==> src/rtl/fib_pkg.sv <==
// Shared types and constants for the Fibonacci request/response sequencer.
// The prev seed F(-1)=1 makes F(0)+F(-1) produce F(1) on the first advance.
package fib_pkg;

  typedef enum logic [1:0] {
    IDLE = 2'd0,
    CLR  = 2'd1,
    RUN  = 2'd2,
    RESP = 2'd3
  } fib_state_t;

  localparam int unsigned FIB_NEG1 = 1;

endpackage

==> src/rtl/fib_seq_ctrl.sv <==
// Valid/ready sequencer that steers one Fibonacci generator to term k and
// returns F(k) mod 2^N, reusing the generator's position when k is not behind it.
module fib_seq_ctrl
  import fib_pkg::*;
#(
  parameter int N  = 16,
  parameter int IW = 8
) (
  input  logic          clk,
  input  logic          rst,
  input  logic          req_valid,
  output logic          req_ready,
  input  logic [IW-1:0] req_idx,
  output logic          rsp_valid,
  input  logic          rsp_ready,
  output logic [N-1:0]  rsp_data,
  output logic          rsp_ovf,
  output logic          busy,
  output logic          gen_clr,
  output logic          gen_en,
  input  logic [N-1:0]  gen_num
);

  fib_state_t    r_state;
  logic [IW-1:0] r_tgt;
  logic [IW-1:0] r_curIdx;
  logic [N-1:0]  r_prev;
  logic          r_genVld;
  logic          r_ovfSeen;

  logic [N:0]    w_nextSum;
  logic          w_atTarget;

  // Carry out of the next generator term marks the first wrapped value.
  assign w_nextSum  = {1'b0, gen_num} + {1'b0, r_prev};
  assign w_atTarget = (r_curIdx == r_tgt);

  assign req_ready = (r_state == IDLE);
  assign busy      = (r_state != IDLE);
  assign gen_clr   = (r_state == CLR);
  assign gen_en    = (r_state == RUN) && !w_atTarget;

  always_ff @(posedge clk) begin
    if (rst) begin
      r_state   <= IDLE;
      r_tgt     <= '0;
      r_curIdx  <= '0;
      r_prev    <= '0;
      r_genVld  <= 1'b0;
      r_ovfSeen <= 1'b0;
      rsp_valid <= 1'b0;
      rsp_data  <= '0;
      rsp_ovf   <= 1'b0;
    end else begin
      unique case (r_state)
        IDLE: begin
          if (req_valid) begin
            r_tgt <= req_idx;
            if (r_genVld && (req_idx >= r_curIdx)) begin
              r_state <= RUN;
            end else begin
              r_state <= CLR;
            end
          end
        end
        CLR: begin
          r_curIdx  <= '0;
          r_prev    <= N'(FIB_NEG1);
          r_ovfSeen <= 1'b0;
          r_genVld  <= 1'b1;
          r_state   <= RUN;
        end
        RUN: begin
          if (w_atTarget) begin
            rsp_data  <= gen_num;
            rsp_ovf   <= r_ovfSeen;
            rsp_valid <= 1'b1;
            r_state   <= RESP;
          end else begin
            r_curIdx  <= r_curIdx + 1'b1;
            r_prev    <= gen_num;
            r_ovfSeen <= r_ovfSeen | w_nextSum[N];
          end
        end
        RESP: begin
          if (rsp_ready) begin
            rsp_valid <= 1'b0;
            r_state   <= IDLE;
          end
        end
        default: begin
          r_state <= IDLE;
        end
      endcase
    end
  end

endmodule

==> config.mk <==
export PLATFORM = sky130hd
export DESIGN_NAME = fib_seq_ctrl
export DESIGN_NICKNAME = d
export VERILOG_FILES = /design/src/rtl/fib_pkg.sv /design/src/rtl/fib_seq_ctrl.sv
export SDC_FILE = /design/constraint.sdc
export NUM_CORES = 1
export LEC_CHECK = 0
export CAP_MARGIN = 5
export CELL_PAD_IN_SITES_DETAIL_PLACEMENT = 1
export CELL_PAD_IN_SITES_GLOBAL_PLACEMENT = 1
export CORE_AREA = 4 4 88 90
export DETAILED_ROUTE_END_ITERATION = 7
export DIE_AREA = 0 0 92 94
export PLACE_DENSITY = 0.82
export SLEW_MARGIN = 20
export SYNTH_ARGS = -nofsm -noshare
export SYNTH_HDL_FRONTEND = slang
export SYNTH_SLANG_ARGS = --single-unit
==> constraint.sdc <==
create_clock -name clk -period 2.2 [get_ports clk]
set_clock_uncertainty 0.05 [all_clocks]
set_input_delay 0.66 -clock clk [delete_from_list [all_inputs] [get_ports clk]]
set_output_delay 0.66 -clock clk [all_outputs]
set_load 0.05 [all_outputs]
==> run metrics <==
status finished, final reports clean; min-delay src r_genVld; Compound-Gate Fraction of Synth Area 17.66%; ant diodes 0; TritonCTS clock tree yes; Clock Tree Buf Depth 2; post-synthesis cell count 286; vias in the first global route 2660; CTS clk-pin slew, worst paths 100 ps; Worst R2R Start r_state[1]; CP Launch Point r_curIdx[7]; endpoint class of the critical path primary output; CTS Root Cell clkbuf_8; Initial Utilization 38.44%; Mapped Area 2714 sq um; CP max stage cell dfxtp_1; commonest non-fill, non-tap cell in the layout dfxtp_1; routability cong. 0.8096; startpoint types register; Ports 50; Max VDD drop 0.8947 mV; Detail Route Antenna Nets 0; initial antenna violation count 0; Setup violations, final 0; Synth Register Bits 54; chip width 92 um; Tightest Pin Transition 506.8 ps; row count 31; initial drt markers 64; top_reg_cell synth dfxtp_1; nets 418; post-synthesis simple-gate area fraction 13.69%; final cell count without fillers 462; most frequent cells in the layout dfxtp_1 (47), buf_4 (40), nor2_1 (32); Die H 94 um; Net Count, Synth 342; register area share after synthesis 39.83%; CP endpoint gen_en; Detailed Place HPWL 5.507 mm; Synth Area in XOR/XNOR 3.550%; Tmin final 2198 ps; clk sinks 54; drt drc 0; Core Area 7059 sq um; FMAX 454.9 MHz; top cells by area in the synthesized netlist dfxtp_1 (40%), ha_1 (13%), mux2i_1 (6.3%); EDFF count, synth 0; Num CTS Buffers 5; Worst-Skew Late Latency 310 ps; # port buffers 49; worst path required time 1490 ps; largest family of logic cells by synthesized area compound AO/OA/AOI/OAI gates; share of layout cells above drive strength 1 22.87%; mux cell area share after synthesis 6.685%; area delta synth->final 38.82%; RSZ-0062 raised after global routing yes; final hold vios 0; Max Cap Violations 0; WHS 429.5 ps; fillers 814; DR pass1 iterations 4; Vias 2391; crit-path leading delay family flip-flops; Worst R2R End r_prev[12]; H-Tree Level Count 2; first-pass GRT wire length 12.87 mm; Vias/cell 5.175; r2r setup slk 280 ps; largest net degree at the start of global routing 22; Hold Crit Class reg -> reg; Worst path depth 5; wire per inst 16.52 um; Slew headroom 66.16%; synthesized area per cell 9.489 sq um; Period Utilization, post-route 99.92%; CP max FO 3; final wirelength 7.632 mm; Yosys warning total 0; Pleak 1.807 nW; Final Core Density 53.37%; Worst Reg-to-Reg Cells 7; CP arrival 1490 ps; Adder-Cell Fraction of Synth Area 12.91%; Largest stage delay, worst path 430 ps; GR Overflow Total 0; Final Max Tran Viols 0; Yosys top cell by area dfxtp_1; Synth cell types 44; full die area 8648 sq um; # placed instances 447; Synth top area share 39.83%; PD cells 1011 nW/um^2; crit path cell chain xnor2_2 > nand4_1 > o21ai_2 > inv_2 > buf_6; WP buf/inv 2; total track usage 18.45%; Post-synth ARST share 0%; Setup CP Type reg -> out
power breakdown:
group | internal, mW | switching [mW] | total [mW]
Combinational | 0.808 | 1.05 | 1.85
Clock | 0.340 | 0.336 | 0.676
Sequential | 1.15 | 0.126 | 1.28
cell usage after synthesis, types with 3 or more instances:
cell	count
a211oi_1	5
a21oi_1	19
a22o_1	18
and2_1	3
and4_1	4
buf_6	3
clkbuf_1	5
dfxtp_1	54
ha_1	28
inv_1	15
mux2i_1	17
nand2_1	23
nand2b_1	4
nand3_1	3
nand4_1	3
nor2_1	32
o211ai_1	4
o21ai_0	6
xnor2_1	11
metrics by stage:
step	instance area (sq um)	power (mW)	worst slack (ps)	setup TNS, ps
global route	3767	4.052	-118.9	-148.8
detailed placement	3436	2.984	-657.7	-1568
global placement	3436	2.907	-576.0	-1379
CTS	3656	3.747	6.139	0
floorplan	2714	2.398	84.93	0
finish	3767	3.809	1.731	0
flip-flops by register name, indices dropped and copies added (netlist names):
name       cells
r_prev        16
rsp_data      16
r_curIdx       8
r_tgt          8
r_state        2
r_genVld       1
r_ovfSeen      1
rsp_ovf        1
rsp_valid      1
logic make-up after synthesis:
group | after synthesis
xor+xnor | 11
fa+ha+maj | 28
buf+inv | 28
compound gates | 67
simple gates | 80
mux | 18
flops | 54
worst min path at each step:
stage | depth (start not counted) | slack (ps) | endpoint
after floorplan | 2 | 390 | r_genVld
final | 2 | 430 | r_genVld
after detailed placement | 1 | 410 | r_prev[4]
after CTS | 2 | 430 | r_tgt[7]
after global placement | 2 | 410 | r_genVld
after global routing | 1 | 460 | r_prev[14]
metal layers:
layer  global-route usage, %  vias to the layer above  part of all wire (%)
li1                        -                     1165                     -
met1                   21.25                     1179                    42
met2                   34.85                       40                    54
met3                   3.285                        7                   3.2
met4                   5.074                        0                   1.0
met5                       0                        -                     0
final cells by class:
| class | instances | area (sq um) | area share [%] |
|---|---|---|---|
| repair buffers | 82 | 774.5 | 20.56 |
| multi-input cells | 204 | 1608 | 42.68 |
| clock buffers | 6 | 72.57 | 1.926 |
| flip-flops and latches | 54 | 1095 | 29.06 |
| inverters | 15 | 56.30 | 1.495 |
| clock inverters | 2 | 37.54 | 0.9963 |
| well taps | 99 | 123.9 | 3.288 |
worst register-to-register path, delay by kind of cell (launching register included):
kind                     cells  cell delay (ps)
AND/OR/NAND/NOR              3              600
flip-flops                   1              360
adder cells (fa/ha/maj)      1              340
buffers and inverters        2              290
AO/OA/AOI/OAI                1              190
what timing repair did:
item                       in CTS  in global routing
pin swaps                      10                  6
gates resized for setup        23                 23
hold buffers                    0                  0
cloned                          0                  0
setup endpoints to repair       4                 13
buffers inserted                4                  3
Note: power is estimated with default switching activity, not from simulation.
==> variant: new RTL, same flow settings <==
Encoding of `fib_state_t`: now one-hot (4 bits for 4 states).
--- a/src/rtl/fib_pkg.sv
+++ b/src/rtl/fib_pkg.sv
@@ -2,11 +2,11 @@
 // The prev seed F(-1)=1 makes F(0)+F(-1) produce F(1) on the first advance.
 package fib_pkg;
 
-  typedef enum logic [1:0] {
-    IDLE = 2'd0,
-    CLR  = 2'd1,
-    RUN  = 2'd2,
-    RESP = 2'd3
+  typedef enum logic [3:0] {
+    IDLE = 4'b0001,
+    CLR  = 4'b0010,
+    RUN  = 4'b0100,
+    RESP = 4'b1000
   } fib_state_t;
 
   localparam int unsigned FIB_NEG1 = 1;
Function: same outputs for any inputs over 10 cycles, from zero or initial values and one cycle with rst high; not proved beyond that.
==> variant against the original RTL <==
  * The run now ends with negative setup slack left
  * Sequential cell count grew 2
  * Worst setup slack lost 0.18 ns
  * Routed wire length grew 6.5%
  * Worst hold slack gained 0.0045 ns
  * Synthesized cell count grew 1.4%
  * Cell area grew 0.80%
  * Area after synthesis grew 0.14%
  * Critical endpoint unchanged
Power is not compared: it rests on default switching activity, and its combinational part moved more than twofold at a synthesized area within 25%.
==> variant: results (changes against the original RTL) <==
The logs give 1 (+1) for the final number of setup-violating endpoints and -0.410 ns (+0.247 ns) for the placement-stage worst setup slack. Launch instance of the worst min-delay path: r_tgt[4]$_SDFFE_PP0P_. The final estimated routing congestion in global placement is 0.792 (-2.1%), and the placed wire-length estimate after detailed placement is 5.97 mm (+8.4%). The average vias per placed instance is 5.24 (+1.3%). The startpoint identified for the worst register-to-register timing path is r_state[3]$_SDFFE_PP0P_. The logs give 475 (+2.8%) for the final standard cell count with taps included and fillers excluded and 427 (+2.2%) for the final-stage net count. The tools report the arrival time at the worst endpoint as 1.67 ns (+0.18 ns). The tools report the final setup slack of the worst path as -0.181 ns (-0.183 ns). The flow ran to the end, but the final reports show violations. The setup TNS after final layout was -0.181 ns (-0.181 ns); the pin count of the biggest net entering global routing was 21 (-4.5%).

The biggest cell delay along the critical path works out to 0.53 ns (+0.10 ns). The final reports fail on negative setup slack. The number of global-route vias before repair is 2,541 (-4.5%). The unique cell type count in the Yosys netlist came out at 42 (-4.5%). The global-route wire length before repair was 12.7 mm (-1.2%); the worst hold slack across all endpoints was 0.434 ns (+0.00452 ns).

The sequential cell area fraction in the yosys report came out at 41.3% (+1.4 points). The endpoint identified for the worst register-to-register timing path is r_curIdx[6]$_SDFFE_PP0P_. By count the netlist is led by sky130_fd_sc_hd__dfxtp_1 (56), sky130_fd_sc_hd__nor2_1 (30), sky130_fd_sc_hd__ha_1 (24). The peak fanout along the critical path was 5 (+2); the overall fraction of global-route tracks in use was 18.5% (about the same).
[variant: metal layers]
metal | vias up | GRT usage [%] | share of wire (%)
met4 | 0 | 5.69 | 1.1
met5 | - | 0 | 0
met2 | 41 | 33.4 | 53
li1 | 1218 | - | -
met1 | 1224 | 21.6 | 42
met3 | 8 | 4.33 | 3.7
[variant: kinds of logic (layout without fill, tap and decap cells)]
group / count (synthesis) / in the layout / share of synthesized area (%)
buf+inv: 27 / 113 / 4.37
mux: 18 / 18 / 6.63
flops: 56 / 56 / 41.3
compound gates: 72 / 72 / 18.5
simple gates: 85 / 85 / 15.6
fa+ha+maj: 24 / 24 / 11.0
xor+xnor: 8 / 8 / 2.58
[variant: final cells by class]
class	count	area share, %
sequential	56	29.9
clock buffer	6	1.91
tap	99	3.26
inverter	15	1.65
multi-input combinational	207	41.0
clock inverter	2	0.428
timing repair buffer	90	21.9
[variant: worst reg2reg max path, delay by kind of cell (launching register included)]
kind / cells / cell delay [ns]
simple gates: 2 / 1.03
flops: 1 / 0.38
compound gates: 2 / 0.36
buf+inv: 2 / 0.25
[variant: how the worst max path moves through the flow]
stage                        startpoint                       to  slack [ns]
3_5_place_dp                 req_idx[0]  r_state[1]$_SDFFE_PP0P_       -0.41
3_3_place_gp                 req_idx[0]  r_state[1]$_SDFFE_PP0P_       -0.32
4_1_cts        r_curIdx[0]$_SDFFE_PP0P_                   gen_en       -0.20
2_1_floorplan   r_state[3]$_SDFFE_PP0P_                req_ready        0.02
5_1_grt        r_curIdx[2]$_SDFFE_PP0P_                   gen_en       -0.23
6_report        r_state[3]$_SDFFE_PP0P_                   gen_en       -0.18
[variant: what timing repair did]
action	in CTS	in global routing
pin swaps	4	6
setup buffers	4	4
endpoints found under the setup margin	9	15
gates resized for setup	13	17
